## src/rtl/aib_bert_pkg.sv

```systemverilog
// Shared definitions for the TX BERT control path: register map, FIFO modes,
// generator encodings and the seed pointer layout.
package aib_bert_pkg;

    localparam logic [2:0] ADDR_CMD       = 3'd0;
    localparam logic [2:0] ADDR_PTRN      = 3'd1;
    localparam logic [2:0] ADDR_SEED_PTR  = 3'd2;
    localparam logic [2:0] ADDR_SEED_DATA = 3'd3;
    localparam logic [2:0] ADDR_LANE_LO   = 3'd4;
    localparam logic [2:0] ADDR_LANE_MID  = 3'd5;
    localparam logic [2:0] ADDR_LANE_HI   = 3'd6;

    localparam logic [1:0] FIFO_1X = 2'd0;
    localparam logic [1:0] FIFO_2X = 2'd1;
    localparam logic [1:0] FIFO_4X = 2'd2;

    localparam logic [1:0] GEN0 = 2'd0;
    localparam logic [1:0] GEN1 = 2'd1;
    localparam logic [1:0] GEN2 = 2'd2;
    localparam logic [1:0] GEN3 = 2'd3;

    typedef struct packed {
        logic [1:0] gen;
        logic [3:0] word;
    } seed_ptr_t;

endpackage

```

## src/rtl/aib_bert_tgl_det.sv

```systemverilog
// Toggle edge detector: flags a request whenever the synchronized toggle
// differs from its value in the previous cycle.
module aib_bert_tgl_det (
    input  logic clk_i,
    input  logic rstn_i,
    input  logic tgl_i,
    output logic req_vld_o
);

    logic tgl_q;

    always_ff @(posedge clk_i or negedge rstn_i) begin
        if (!rstn_i) begin
            tgl_q <= 1'b0;
        end else begin
            tgl_q <= tgl_i;
        end
    end

    assign req_vld_o = tgl_i ^ tgl_q;

endmodule

```

## src/rtl/aib_tx_bert_ctrl.sv

```systemverilog
// TX BERT control front-end: decodes synchronized register writes into
// datapath control, guards running generators and returns a toggle ack.
module aib_tx_bert_ctrl
    import aib_bert_pkg::*;
#(
    parameter int unsigned ADDR_W = 3,
    parameter int unsigned NGEN   = 4
) (
    input  logic              clk_i,
    input  logic              rstn_i,
    input  logic              wr_tgl_sync_i,
    input  logic [ADDR_W-1:0] wr_addr_sync_i,
    input  logic [31:0]       wr_data_sync_i,
    input  logic              err_clr_i,
    input  logic [NGEN-1:0]   tx_bertgen_en_i,
    input  logic [NGEN-1:0]   tx_seed_good_i,
    output logic              wr_ack_tgl_o,
    output logic [NGEN-1:0]   tx_start_pulse_o,
    output logic [NGEN-1:0]   tx_rst_pulse_o,
    output logic [2:0]        gen0_ptrn_sel_ff_o,
    output logic [2:0]        gen1_ptrn_sel_ff_o,
    output logic [2:0]        gen2_ptrn_sel_ff_o,
    output logic [2:0]        gen3_ptrn_sel_ff_o,
    output logic [79:0]       lane_gen_sel_ff_o,
    output logic [15:0]       seed_ld_0_o,
    output logic [15:0]       seed_ld_1_o,
    output logic [15:0]       seed_ld_2_o,
    output logic [15:0]       seed_ld_3_o,
    output logic [31:0]       txwdata_sync_ff_o,
    output logic [5:0]        seed_ptr_ff_o,
    output logic              err_flag_o
);

    logic                      req_vld;
    logic                      ack_q, ack_d;
    logic [NGEN-1:0]           start_q, start_d;
    logic [NGEN-1:0]           rst_q, rst_d;
    logic [NGEN-1:0][15:0]     sld_q, sld_d;
    logic [31:0]               txw_q, txw_d;
    seed_ptr_t                 ptr_q, ptr_d;
    logic [NGEN-1:0][2:0]      ptrn_q, ptrn_d;
    logic [79:0]               lane_q, lane_d;
    logic                      err_q, err_d, err_set;
    logic [NGEN-1:0]           start_req, rst_req, start_ok, start_bad;

    aib_bert_tgl_det u_tgl_det (
        .clk_i     (clk_i),
        .rstn_i    (rstn_i),
        .tgl_i     (wr_tgl_sync_i),
        .req_vld_o (req_vld)
    );

    // Reset beats start on the same generator; a start without a good seed is dropped.
    assign start_req = wr_data_sync_i[NGEN-1:0];
    assign rst_req   = wr_data_sync_i[2*NGEN-1:NGEN];
    assign start_ok  = start_req & ~rst_req & tx_seed_good_i;
    assign start_bad = start_req & ~rst_req & ~tx_seed_good_i;

    always_comb begin
        ack_d   = ack_q;
        start_d = '0;
        rst_d   = '0;
        sld_d   = '0;
        txw_d   = txw_q;
        ptr_d   = ptr_q;
        ptrn_d  = ptrn_q;
        lane_d  = lane_q;
        err_set = 1'b0;
        if (req_vld) begin
            ack_d = ~ack_q;
            case (wr_addr_sync_i)
                ADDR_CMD: begin
                    rst_d   = rst_req;
                    start_d = start_ok;
                    err_set = |start_bad;
                end
                ADDR_PTRN: begin
                    for (int g = 0; g < NGEN; g++) begin
                        if (tx_bertgen_en_i[g]) begin
                            err_set = 1'b1;
                        end else begin
                            ptrn_d[g] = wr_data_sync_i[4*g +: 3];
                        end
                    end
                end
                ADDR_SEED_PTR: begin
                    ptr_d.gen  = wr_data_sync_i[1:0];
                    ptr_d.word = wr_data_sync_i[7:4];
                end
                ADDR_SEED_DATA: begin
                    txw_d = wr_data_sync_i;
                    if (tx_bertgen_en_i[ptr_q.gen]) begin
                        err_set = 1'b1;
                    end else begin
                        sld_d[ptr_q.gen][ptr_q.word] = 1'b1;
                        ptr_d.word = ptr_q.word + 4'd1;
                    end
                end
                ADDR_LANE_LO:  lane_d[31:0]  = wr_data_sync_i;
                ADDR_LANE_MID: lane_d[63:32] = wr_data_sync_i;
                ADDR_LANE_HI:  lane_d[79:64] = wr_data_sync_i[15:0];
                default:       err_set = 1'b1;
            endcase
        end
        // A new error outranks a simultaneous clear.
        err_d = err_set | (err_q & ~err_clr_i);
    end

    always_ff @(posedge clk_i or negedge rstn_i) begin
        if (!rstn_i) begin
            ack_q   <= 1'b0;
            start_q <= '0;
            rst_q   <= '0;
            sld_q   <= '0;
            txw_q   <= '0;
            ptr_q   <= '0;
            ptrn_q  <= '0;
            lane_q  <= '0;
            err_q   <= 1'b0;
        end else begin
            ack_q   <= ack_d;
            start_q <= start_d;
            rst_q   <= rst_d;
            sld_q   <= sld_d;
            txw_q   <= txw_d;
            ptr_q   <= ptr_d;
            ptrn_q  <= ptrn_d;
            lane_q  <= lane_d;
            err_q   <= err_d;
        end
    end

    assign wr_ack_tgl_o       = ack_q;
    assign tx_start_pulse_o   = start_q;
    assign tx_rst_pulse_o     = rst_q;
    assign gen0_ptrn_sel_ff_o = ptrn_q[0];
    assign gen1_ptrn_sel_ff_o = ptrn_q[1];
    assign gen2_ptrn_sel_ff_o = ptrn_q[2];
    assign gen3_ptrn_sel_ff_o = ptrn_q[3];
    assign lane_gen_sel_ff_o  = lane_q;
    assign seed_ld_0_o        = sld_q[0];
    assign seed_ld_1_o        = sld_q[1];
    assign seed_ld_2_o        = sld_q[2];
    assign seed_ld_3_o        = sld_q[3];
    assign txwdata_sync_ff_o  = txw_q;
    assign seed_ptr_ff_o      = ptr_q;
    assign err_flag_o         = err_q;

endmodule

```

## config.mk

```make
export PLATFORM = sky130hd
export DESIGN_NAME = aib_tx_bert_ctrl
export DESIGN_NICKNAME = d
export VERILOG_FILES = /design/src/rtl/aib_bert_pkg.sv /design/src/rtl/aib_bert_tgl_det.sv /design/src/rtl/aib_tx_bert_ctrl.sv
export SDC_FILE = /design/constraint.sdc
export NUM_CORES = 1
export LEC_CHECK = 0
export ABC_AREA = 0
export CAP_MARGIN = 20
export CORE_ASPECT_RATIO = 0.8
export CORE_UTILIZATION = 41
export DETAILED_ROUTE_END_ITERATION = 8
export PLACE_DENSITY = 0.78
export SKIP_LAST_GASP = 1
export SYNTH_ARGS = -nofsm -noshare
export SYNTH_HDL_FRONTEND = slang
export SYNTH_SLANG_ARGS = --single-unit
```

## constraint.sdc

```tcl
create_clock -name clk_i -period 1.65 [get_ports clk_i]
set_input_delay 0.165 -clock clk_i [delete_from_list [all_inputs] [get_ports clk_i]]
set_output_delay 0.165 -clock clk_i [all_outputs]
set_load 0.02 [all_outputs]
```

# Word level (Yosys, flattened, before mapping)
# Index checks and enable logic that the tools add are counted.
# totals
regBits	205
latch_bits	0
ram_bits	0
mem_bits_ro	0
output_inout_bits	204
elab_cells	83
n_memories	0
# classes
add_sub_neg	1
mul	0
n_div	0
n_lt_le_gt_ge	4
n_eq_ne	7
shifts	0
mux	22
bitwise_logic	14
reduce_logical	16
# op_table
op	count
two-way mux 64 bit	3
demux 16 bit (select 2 bit)	1
two-way mux 4 bit	5
two-way mux 16 bit	1
AND reduction 3 bit	5
AND 4 bit	3
AND reduction 2 bit	5
== test 3 bit, second input constant	3
two-way mux 1 bit	8
inverter 4 bit	2
one-hot mux 4 bit (2 select lines)	1
OR reduction 4 bit	2
== test 3 x 2 -> 1 bit, second input constant	2
inverter 1 bit	6
less-than comparator 4 x 5 -> 1 bit, second input constant	1
adder 4 x 1 -> 4 bit, second input constant	1
demux 1 bit (select 4 bit)	1
>= comparator 4 x 1 -> 1 bit, second input constant	1
one-hot mux 1 bit (4 select lines)	1
== test 3 x 1 -> 1 bit, second input constant	1
logical NOT 3 bit	1
less-than comparator 2 x 3 -> 1 bit, second input constant	1
binary-select mux 1 bit (select 2 bit)	1
>= comparator 2 x 1 -> 1 bit, second input constant	1
other kinds (6)	7

# Logic depth before layout (Yosys ltp)
# Gate-level depths: netlist of run 1.
# logic_depth
depth_word	9
mapped_depth	7
mapped_depth_nobuf	4

# Hierarchy
# From an unflattened synthesis of run 1, not the netlist that was laid out.
# hier_totals
cells_unflattened	505
hier_area_um2	7519.7
# by_module_without_submodules
module	instances	cells_per_inst	area_each_um2
aib_tx_bert_ctrl	1	503	7485.9
aib_bert_tgl_det	1	2	33.8

# Worst setup path before layout of run 1
# No wires, ideal clock.
# synth_timing
path_kind	register -> register
start	register ptr_q, in the netlist seed_ptr_ff_o[4]
end	register ptr_q, in the netlist seed_ptr_ff_o[2]
setup_time_ns	0.121
arrival_ns	1.820
t_required_ns	1.529
setup_slack_ns	-0.291
path_stages_with_launch	5
path_buffers	0
path_cell_list	dfrtp_1 > mux4_2 > a211oi_2 > o21ai_0 > a22o_1
# synth_between
elab_chain_len	4
# synth_lines
item	line	source
from (decl)	aib_tx_bert_ctrl.sv:40	seed_ptr_t ptr_q, ptr_d;
from (signal assigned)	aib_tx_bert_ctrl.sv:126	ptr_q <= ptr_d;
binary-select mux 1 bit (select 2 bit)	aib_tx_bert_ctrl.sv:92	if (tx_bertgen_en_i[ptr_q.gen]) begin
two-way mux 1 bit (not written as such)	aib_tx_bert_ctrl.sv:92	
!= test 2 bit (no source line)	--	
AND reduction 3 bit (no source line)	--	
# Every way passes these cells. The select of a mux whose other input is x is not followed.
# A chain may end at the register's enable or synchronous reset.

# Worst setup path in the final report of run 1
# layout_timing
start	register u_tgl_det.tgl_q
end	register ptrn_q, in the netlist gen1_ptrn_sel_ff_o[2]
# layout_between
elab_chain_len	2
# layout_lines
item	line	source
from (decl)	aib_bert_tgl_det.sv:10	logic tgl_q;
from (signal assigned)	aib_bert_tgl_det.sv:16	tgl_q <= tgl_i;
bitwise XOR 1 bit	aib_bert_tgl_det.sv:20	assign req_vld_o = tgl_i ^ tgl_q;
AND reduction 3 bit (no source line)	--	
to (signal assigned)	aib_tx_bert_ctrl.sv:127	ptrn_q <= ptrn_d;
to (decl)	aib_tx_bert_ctrl.sv:41	logic [NGEN-1:0][2:0] ptrn_q, ptrn_d;
# Every way passes these cells.

==> metrics.sh, run 1 <==
MAXSLEWHEADROOM=0.704
CTSHTREEMAXLEVEL=1
VIAS=5469
GRT_SETUP_UNREPAIRED='true'
WORST-SLEW-PIN-TRANSITION_NS=0.445
CRITICAL-PATH-SLOWEST-CELL='sky130_fd_sc_hd__or4b_4'
CP.REQUIRED_NS=2.03
CRIT_PATH_START_KIND='flip-flop'
SYNTHESIS.NETS=555
FINALPOWER_mW=16.3
SWSHARE=0.309
DPL.HPWL_MM=14.6
POWER_SPENT_CHARGING_AND_DISCHARGING_NETS_mW=5.04
GRT_ANTENNA_BEFORE_REPAIR=0
INSERTION_DELAY_NS=0.49
PWR_DENSITY_CELL_mW_PER_MM2=1290
P_COMB_FRAC=0.309
LAYOUT_MIN_CYCLE_TIME_NS=1.84
CLK_PATH_BUF_DEPTH=3
SYN_AREA_PER_CELL_UM2=14.8
POWER.SHARE.CLOCK=0.296
CORE_AREA_MM2=0.0176
POST_LAYOUT_CELL_COUNT=1071
FAILED_CHECKS='setup timing'
GRTUSAGETOTAL=0.228
TOTAL_COUNT_OF_HOLD_CHECK_FAILURES_IN_THE_FINAL_REPORT=0
VDD.IR_DROP.WORST_uV=1030
SYNTHMOSTINSTANTIATEDCELL='sky130_fd_sc_hd__dfrtp_1'
FLOP_PWR_SHARE=0.395
INSERTEDDIODECOUNT=0
INTERNAL_POWER_mW=11.3
P_LEAK_nW=6.27
GRT_START_MAX_NET_PINS=55
SYN2LAYOUT_AREA_GROWTH_PCT=69.1
FIN_WS_NS=-0.191
CTS_MADE_BUFFERS=21
YOSYSWARNINGCOUNT=0
IOPINCOUNT=251
GRT_FIRST_PASS_WIRELENGTH_MM=32.7
YS_TOP_CELLS_BY_COUNT='205 x sky130_fd_sc_hd__dfrtp_1, 124 x sky130_fd_sc_hd__mux2_2, 74 x sky130_fd_sc_hd__nor2_1'
ROOT_BUFFER='sky130_fd_sc_hd__clkbuf_16'
NUMPORTBUFFERS=250
FIRST_ITER_VIOLATIONS=217
CLOCK_SINK_COUNT=205
COMPOUND_CELL_AREA_SHARE_OF_THE_YOSYS_NETLIST=0.0132
STATUS='finished, violations left'
GLOBALROUTEOVERFLOWTOTAL=0
POSTSYNTH.ASYNCRESETSHARE=1.00
POST_SYNTH_AND_OR_NAND_NOR_AREA_FRACTION=0.0802
WHS_NS=0.196
SYN_INST=504
DETAIL-ROUTE-ANTENNA-NETS=0
SYNTH_XOR_XNOR_AREA_SHARE=0.00452
INITIAL_UTILIZATION=0.425
WORST_PATH_CELL_CHAIN='xnor2_4, or4b_4, nor2_2, mux2_2'
YOSYS.CELL_TYPES.COUNT=39
SKEW_NS=0.00630
SETUP.WORST_PATH.CLASS='reg2reg'
WL_PER_CELL_UM=22.0
PATH_BUF_INV=0
REGISTER_BIT_COUNT_REPORTED_BY_YOSYS=205
FINAL.SETUP.TNS_NS=-14.92
DIE_WIDTH_UM=153
POST-PLACE-CELLS=1010
SETUP_VIOL_COUNT_FINAL=173
DRT-PASS1-ITER-COUNT=4
DRIVE_GT1_FRAC=0.357
MAIN_COMBINATIONAL_CELL_FAMILY_BY_AREA_AFTER_SYNTHESIS='multiplexers'
SYNTH_TOP_AREA_CELL='sky130_fd_sc_hd__dfrtp_1'
DOMINANTREGCELLSYNTH='sky130_fd_sc_hd__dfrtp_1'
CLK_PIN_SLEW_WORST_PATHS_NS=0.06
CRITICAL_PATH_ARRIVAL_NS=2.22
FF_TO_FF_SETUP_SLACK_NS=-0.19
LAYOUT.NETS=882
TRITONCTS_CLOCK_TREE='yes'
PATH_DELAY_FAMILY='simple AND/OR/NAND/NOR gates'
SYNTH-ADDER-AREA-SHARE=0.00669
SYNTH_SEQ_AREA_SHARE=0.686
REGTOREGENDPOINT='gen1_ptrn_sel_ff_o[2]$_DFFE_PN0P_'
CRITICAL_PATH.MAX_STAGE_DELAY_NS=0.56
STD_CELL_ROWS=43
POST_SYNTH_MUX_AREA_SHARE=0.195
VIAS_IN_THE_FIRST_GLOBAL_ROUTE=5721
PLACE.GP.CONGESTION=0.771
HOLD_CRIT_CLASS='in2async'
DIE_AREA_MM2=0.0188
VIASPERCELL=5.11
REGTOREGSTARTPOINT='u_tgl_det.tgl_q$_DFF_PN0_'
CRIT_PATH_END_KIND='flip-flop'
POST_SYNTH_INSTANCE_AREA_MM2=0.00748
MAX_CAP_VIOL_COUNT=0
MIN_PERIOD_OVER_PERIOD=1.12
DIE_HEIGHT_UM=123
TIMING.FINAL.MAX_SLEW_VIOLATIONS=0
CRITPATHMAXFANOUT=4
REG2REGPATHDEPTH=4
POST_SYNTH_MAIN_AREA_CONTRIBUTORS='sky130_fd_sc_hd__dfrtp_1 69%, sky130_fd_sc_hd__mux2_2 19%, sky130_fd_sc_hd__nor2_1 3.7%, sky130_fd_sc_hd__nand2_1 0.75%, sky130_fd_sc_hd__buf_2 0.74%'
FMAXACHIEVABLE_GHz=0.543
PLACE_AREA_MM2=0.0107
WL_MM=23.5
NETLIST.AREA_LEADER.SHARE=0.686
FINAL_DESIGN_AREA_NO_FILL_MM2=0.0126
SYNTH_EDF_COUNT=0
DETAIL_ROUTE.DRC_VIOLATIONS=0
[cells in the final DEF (no fill, tap or decap), types with 3 or more instances in the layout]
master and n:
sky130_fd_sc_hd__dfrtp_1 203, sky130_fd_sc_hd__clkdlybuf4s50_1 133, sky130_fd_sc_hd__dlymetal6s2s_1 76, sky130_fd_sc_hd__mux2_4 71, sky130_fd_sc_hd__mux2_2 55, sky130_fd_sc_hd__nor2_4 45
sky130_fd_sc_hd__dlygate4sd2_1 40, sky130_fd_sc_hd__buf_4 35, sky130_fd_sc_hd__clkbuf_16 26, sky130_fd_sc_hd__nor2_1 23, sky130_fd_sc_hd__buf_6 17, sky130_fd_sc_hd__nand2_1 15
sky130_fd_sc_hd__buf_12 12, sky130_fd_sc_hd__nor2_2 7, sky130_fd_sc_hd__nand3_1 6, sky130_fd_sc_hd__clkbuf_8 6, sky130_fd_sc_hd__clkinv_2 5, sky130_fd_sc_hd__inv_1 4
sky130_fd_sc_hd__and2_1 4, sky130_fd_sc_hd__nor3b_1 4, sky130_fd_sc_hd__a21oi_1 4, sky130_fd_sc_hd__ha_1 4, sky130_fd_sc_hd__clkbuf_1 4, sky130_fd_sc_hd__and4b_1 3
sky130_fd_sc_hd__nor2b_1 3
[final cells by class]
type / instances / area (µm²)
Fill cell: 1105 / 4950
Sequential cell: 205 / 5130
Timing Repair Buffer: 324 / 3560
Clock buffer: 30 / 609
Multi-Input combinational cell: 275 / 2950
Clock inverter: 8 / 93.8
Inverter: 4 / 15.0
Tap cell: 225 / 282
[per-stage QoR]
stage | worst slack [ns] | utilization
global route | -0.240 | 0.719
floorplan | -0.138 | -
detailed placement | -0.455 | 0.607
global placement | -0.439 | 0.607
CTS | -0.181 | 0.660
finish | -0.191 | 0.719
[metal layers]
| layer | global-route usage | share of wire | routed length, µm | up-vias |
|---|---|---|---|---|
| met1 | 0.296 | 0.42 | 9940 | 2837 |
| met5 | 0 | 0 | 0 | - |
| met3 | 0.0590 | 0.069 | 1630 | 36 |
| met4 | 0.0619 | 0.020 | 470 | 0 |
| li1 | - | - | - | 2383 |
| met2 | 0.382 | 0.49 | 11500 | 213 |
[cell families after synthesis]
logic type      count (synthesis)
buf+inv                        24
xor+xnor                        3
compound gates                 14
fa+ha+maj                       4
mux                           129
flops                         205
simple gates                  125
[power groups by stage]
stage	clock network (mW)	logic [mW]	registers (mW)
after floorplan	0	1.12	7.55
after global placement	0	4.71	6.46
final	4.82	5.04	6.44
after CTS	4.89	4.69	6.43
after global routing	5.11	5.29	6.55
after detailed placement	0	4.81	6.51
[timing repair]
action                                  4_1_cts  5_1_grt
hold endpoints to repair                     75        0
endpoints found under the setup margin      186      272
cloned                                        5        7
resized for setup                            79      259
pin swaps                                     2       26
setup buffers                                 6        7
hold buffers                                  1        0
[how the worst max path moves through the flow]
stage / slack (ns) / to / startpoint / depth (start not counted)
floorplan: -0.14 / gen1_ptrn_sel_ff_o[0]$_DFFE_PN0P_ / u_tgl_det.tgl_q$_DFF_PN0_ / 4
global placement: -0.44 / lane_gen_sel_ff_o[39]$_DFFE_PN0P_ / wr_tgl_sync_i / 6
detailed placement: -0.46 / lane_gen_sel_ff_o[29]$_DFFE_PN0P_ / wr_tgl_sync_i / 6
global route: -0.24 / gen3_ptrn_sel_ff_o[1]$_DFFE_PN0P_ / u_tgl_det.tgl_q$_DFF_PN0_ / 4
CTS: -0.18 / lane_gen_sel_ff_o[0]$_DFFE_PN0P_ / u_tgl_det.tgl_q$_DFF_PN0_ / 6
finish: -0.19 / gen1_ptrn_sel_ff_o[2]$_DFFE_PN0P_ / u_tgl_det.tgl_q$_DFF_PN0_ / 4
[registers in the layout, summed over array words and instances, names as in the netlist]
name / flops
seed_ld_1_o: 16
txwdata_sync_ff_o: 32
lane_gen_sel_ff_o: 80
tx_start_pulse_o: 4
err_flag_o: 1
seed_ld_2_o: 16
wr_ack_tgl_o: 1
gen2_ptrn_sel_ff_o: 3
gen0_ptrn_sel_ff_o: 3
seed_ld_3_o: 16
seed_ptr_ff_o: 6
seed_ld_0_o: 16
gen1_ptrn_sel_ff_o: 3
u_tgl_det.tgl_q: 1
tx_rst_pulse_o: 4
gen3_ptrn_sel_ff_o: 3
Power figures use the tool's default switching activity.
==> run 2: changes to the inputs <==
- CAP_MARGIN: 20 -> not set
- CTS_CLUSTER_SIZE: not set -> 25
- SLEW_MARGIN: not set -> 40
==> results of run 2 <==
The final DEF is identical to that of run 1; final timing and power are the same.
==> run 3: changes to the inputs <==
- GPL_TIMING_DRIVEN: not set -> 0
==> run 3 against run 2 <==
Against the previous run: the flow still finishes with violations (setup timing); critical path depth unchanged; sequential power about the same; utilization decreased by 1.8 points; clock-buffer cell count increased by 2; sequential share of layout area increased by 1.0 points.
==> metrics.sh, run 3 (same netlist as run 1, synthesis figures left out) <==
MOST-COMMON-LAYOUT-CELLS='203 x sky130_fd_sc_hd__dfrtp_1, 163 x sky130_fd_sc_hd__clkdlybuf4s50_1, 63 x sky130_fd_sc_hd__mux2_4'
INTERNAL_POWER_mW=11.5  # +2.4%
PATH_DELAY_FAMILY='simple AND/OR/NAND/NOR gates'
P_COMB_FRAC=0.301  # -0.008
WORST_PATH_CELL_CHAIN='xnor2_4, or4b_4, nor2_4, mux2_2'
TOTAL_COUNT_OF_HOLD_CHECK_FAILURES_IN_THE_FINAL_REPORT=0  # unchanged
CRIT_PATH_END_KIND='flip-flop'
POWER_SPENT_CHARGING_AND_DISCHARGING_NETS_mW=4.86  # -3.5%
PATH_BUF_INV=0  # unchanged
LAYOUT_MIN_CYCLE_TIME_NS=1.84  # -0.00284 ns
DRIVE_GT1_FRAC=0.311  # -0.0461
FF_TO_FF_SETUP_SLACK_NS=-0.19  # about the same
P_LEAK_nW=5.96  # -4.8%
SETUP.WORST_PATH.START='u_tgl_det.tgl_q$_DFF_PN0_'
FINALPOWER_mW=16.4  # +0.59%
SETUP.WORST_PATH.END='gen3_ptrn_sel_ff_o[0]$_DFFE_PN0P_'
REGTOREGSTARTPOINT='u_tgl_det.tgl_q$_DFF_PN0_'
REG2REGPATHDEPTH=4  # unchanged
SWSHARE=0.296  # -0.0126
CP_NUM_CELLS=4  # unchanged
CLOCK_SINK_COUNT=205  # unchanged
WHS_NS=0.120  # -0.0767 ns
CRITICAL_PATH_ARRIVAL_NS=2.20  # -0.02 ns
DIE_WIDTH_UM=153  # unchanged
STATUS='finished, violations left'
CRITICAL-PATH-SLOWEST-CELL='sky130_fd_sc_hd__or4b_4'
PLACE_AREA_MM2=0.0104  # -2.9%
VDD.IR_DROP.WORST_uV=987  # -4.2%
MIN_FROM='wr_addr_sync_i[0]'
CORE_AREA_MM2=0.0176  # unchanged
DETAILEDPLACE.WORSTSLACK_NS=-1.01  # -0.551 ns
VIAS_IN_THE_FIRST_GLOBAL_ROUTE=5512  # -3.7%
GRT_ANTENNA_BEFORE_REPAIR=0  # unchanged
HOLD_CRIT_CLASS='in2reg'
STD_CELL_ROWS=43  # unchanged
SYN2LAYOUT_AREA_GROWTH_PCT=64.9
PWR_DENSITY_CELL_mW_PER_MM2=1330  # +3.1%
VIAS=5281  # -3.4%
GRT_START_MAX_NET_PINS=81  # +47%
CP.REQUIRED_NS=2.01  # -0.02 ns
WL_PER_CELL_UM=20.4  # -7.1%
MAXSLEWHEADROOM=0.582  # -0.122
MIN_PERIOD_OVER_PERIOD=1.11  # -0.00172
FIRST_ITER_VIOLATIONS=168  # -23%
REGTOREGENDPOINT='gen3_ptrn_sel_ff_o[0]$_DFFE_PN0P_'
DIE_AREA_MM2=0.0188  # unchanged
WL_MM=21.5  # -8.5%
GRT_FIRST_PASS_WIRELENGTH_MM=31.8  # -2.9%
CLK_PIN_SLEW_WORST_PATHS_NS=0.06  # about the same
ROOT_BUFFER='sky130_fd_sc_hd__clkbuf_16'
VIASPERCELL=5.01  # -2.0%
LARGEST_REGISTER_FF_COUNT=80  # unchanged
GRT_SETUP_UNREPAIRED='true'
CTS_MADE_BUFFERS=21  # unchanged
INITIAL_UTILIZATION=0.425  # unchanged
INSERTEDDIODECOUNT=0  # unchanged
DIE_HEIGHT_UM=123  # unchanged
IOPINCOUNT=251  # unchanged
FINAL.SETUP.TNS_NS=-13.30  # +1.63 ns
CLK_PATH_BUF_DEPTH=3  # unchanged
FAILED_CHECKS='setup timing'
FLOP_PWR_SHARE=0.394  # about the same
SKEW_NS=0.00682  # +0.000520 ns
PLACE.GP.CONGESTION=0.772  # +0.16%
POST_LAYOUT_CELL_COUNT=1055  # -1.5%
GLOBALROUTEOVERFLOWTOTAL=0  # unchanged
SETUP.WORST_PATH.CLASS='reg2reg'
POWER.SHARE.CLOCK=0.305  # +0.009
TIMING.FINAL.MAX_SLEW_VIOLATIONS=0  # unchanged
CTSHTREEMAXLEVEL=1  # unchanged
INSERTION_DELAY_NS=0.48  # about the same
CRITPATHMAXFANOUT=4  # unchanged
DETAIL_ROUTE.DRC_VIOLATIONS=0  # unchanged
FIN_WS_NS=-0.188  # +0.00284 ns
TRITONCTS_CLOCK_TREE='yes'
CRITICAL_PATH.MAX_STAGE_DELAY_NS=0.58  # +0.02 ns
LAYOUT.NETS=867  # -1.7%
GRTUSAGETOTAL=0.220  # -0.00790
FINAL_DESIGN_AREA_NO_FILL_MM2=0.0123  # -2.5%
MAX_CAP_VIOL_COUNT=0  # unchanged
DETAIL-ROUTE-ANTENNA-NETS=0  # unchanged
DPL.HPWL_MM=14.0  # -4.4%
FINISH.UTILIZATION=0.701  # -0.0177
POST-PLACE-CELLS=979  # -3.1%
LAYOUT_COMMONEST_CELL='sky130_fd_sc_hd__dfrtp_1'
DRT-PASS1-ITER-COUNT=4  # unchanged
NUMPORTBUFFERS=248  # -0.80%
WORST-SLEW-PIN-TRANSITION_NS=0.622  # +0.177 ns
CRIT_PATH_START_KIND='flip-flop'
SETUP_VIOL_COUNT_FINAL=140  # -19%
FMAXACHIEVABLE_GHz=0.544  # +0.15%
-- run 3: changes by cell type in the layout (fill, tap and decap cells not counted), sizes merged, moves of 4 or more --
cell,change
clkinv,-4
clkbuf,+6
buf,-16
dlygate4sd2,-18
dlymetal6s2s,-14
clkdlybuf4s50,+30
-- run 3: timing repair --
action                                  in CTS  in global routing
pin swaps                                    9                  9
hold buffers                                 1                  0
hold endpoints to repair                    47                  0
endpoints found under the setup margin     191                244
cloned                                       2                  8
gates resized for setup                     95                168
buffers inserted                            19                  9
-- run 3: routing by layer --
metal / wire length (µm) / vias up / track usage
met5: 0 / - / 0
met4: 388 / 0 / 0.0473
met3: 1290 / 26 / 0.0593
met2: 10700 / 175 / 0.371
met1: 9160 / 2725 / 0.288
li1: - / 2355 / -
-- run 3: worst min-delay path by stage --
| stage | endpoint | cells after the start |
|---|---|---|
| final | seed_ptr_ff_o[0]$_DFFE_PN0P_ | 2 |
| after detailed placement | txwdata_sync_ff_o[7]$_DFFE_PN0P_ | 1 |
| after global routing | seed_ptr_ff_o[0]$_DFFE_PN0P_ | 2 |
| after CTS | seed_ptr_ff_o[0]$_DFFE_PN0P_ | 2 |
| after global placement | lane_gen_sel_ff_o[38]$_DFFE_PN0P_ | 1 |
| after floorplan | err_flag_o$_DFF_PN0_ | 0 |
-- run 3: final cells by class --
cell class	count	area (µm²)
clock buffers	32	637
repair buffers	289	3200
clock inverters	5	103
multi-input cells	275	2680
plain buffers	20	289
well taps	225	282
flip-flops and latches	205	5130
fillers	1192	5260
inverters	4	15.0
-- run 3: power by group through the flow --
stage,clock network [mW],registers (mW),logic [mW]
after detailed placement,0,6.52,4.65
after CTS,5.09,6.45,4.77
after floorplan,0,7.55,1.12
final,5.00,6.46,4.94
after global routing,5.30,6.56,5.20
after global placement,0,6.46,4.56
-- run 3: worst reg2reg max path: stages, from the launching register on --
cell,delay (ns)
sky130_fd_sc_hd__dfrtp_2,0.44
sky130_fd_sc_hd__xnor2_4,0.15
sky130_fd_sc_hd__or4b_4,0.58
sky130_fd_sc_hd__nor2_4,0.19
sky130_fd_sc_hd__mux2_2,0.37
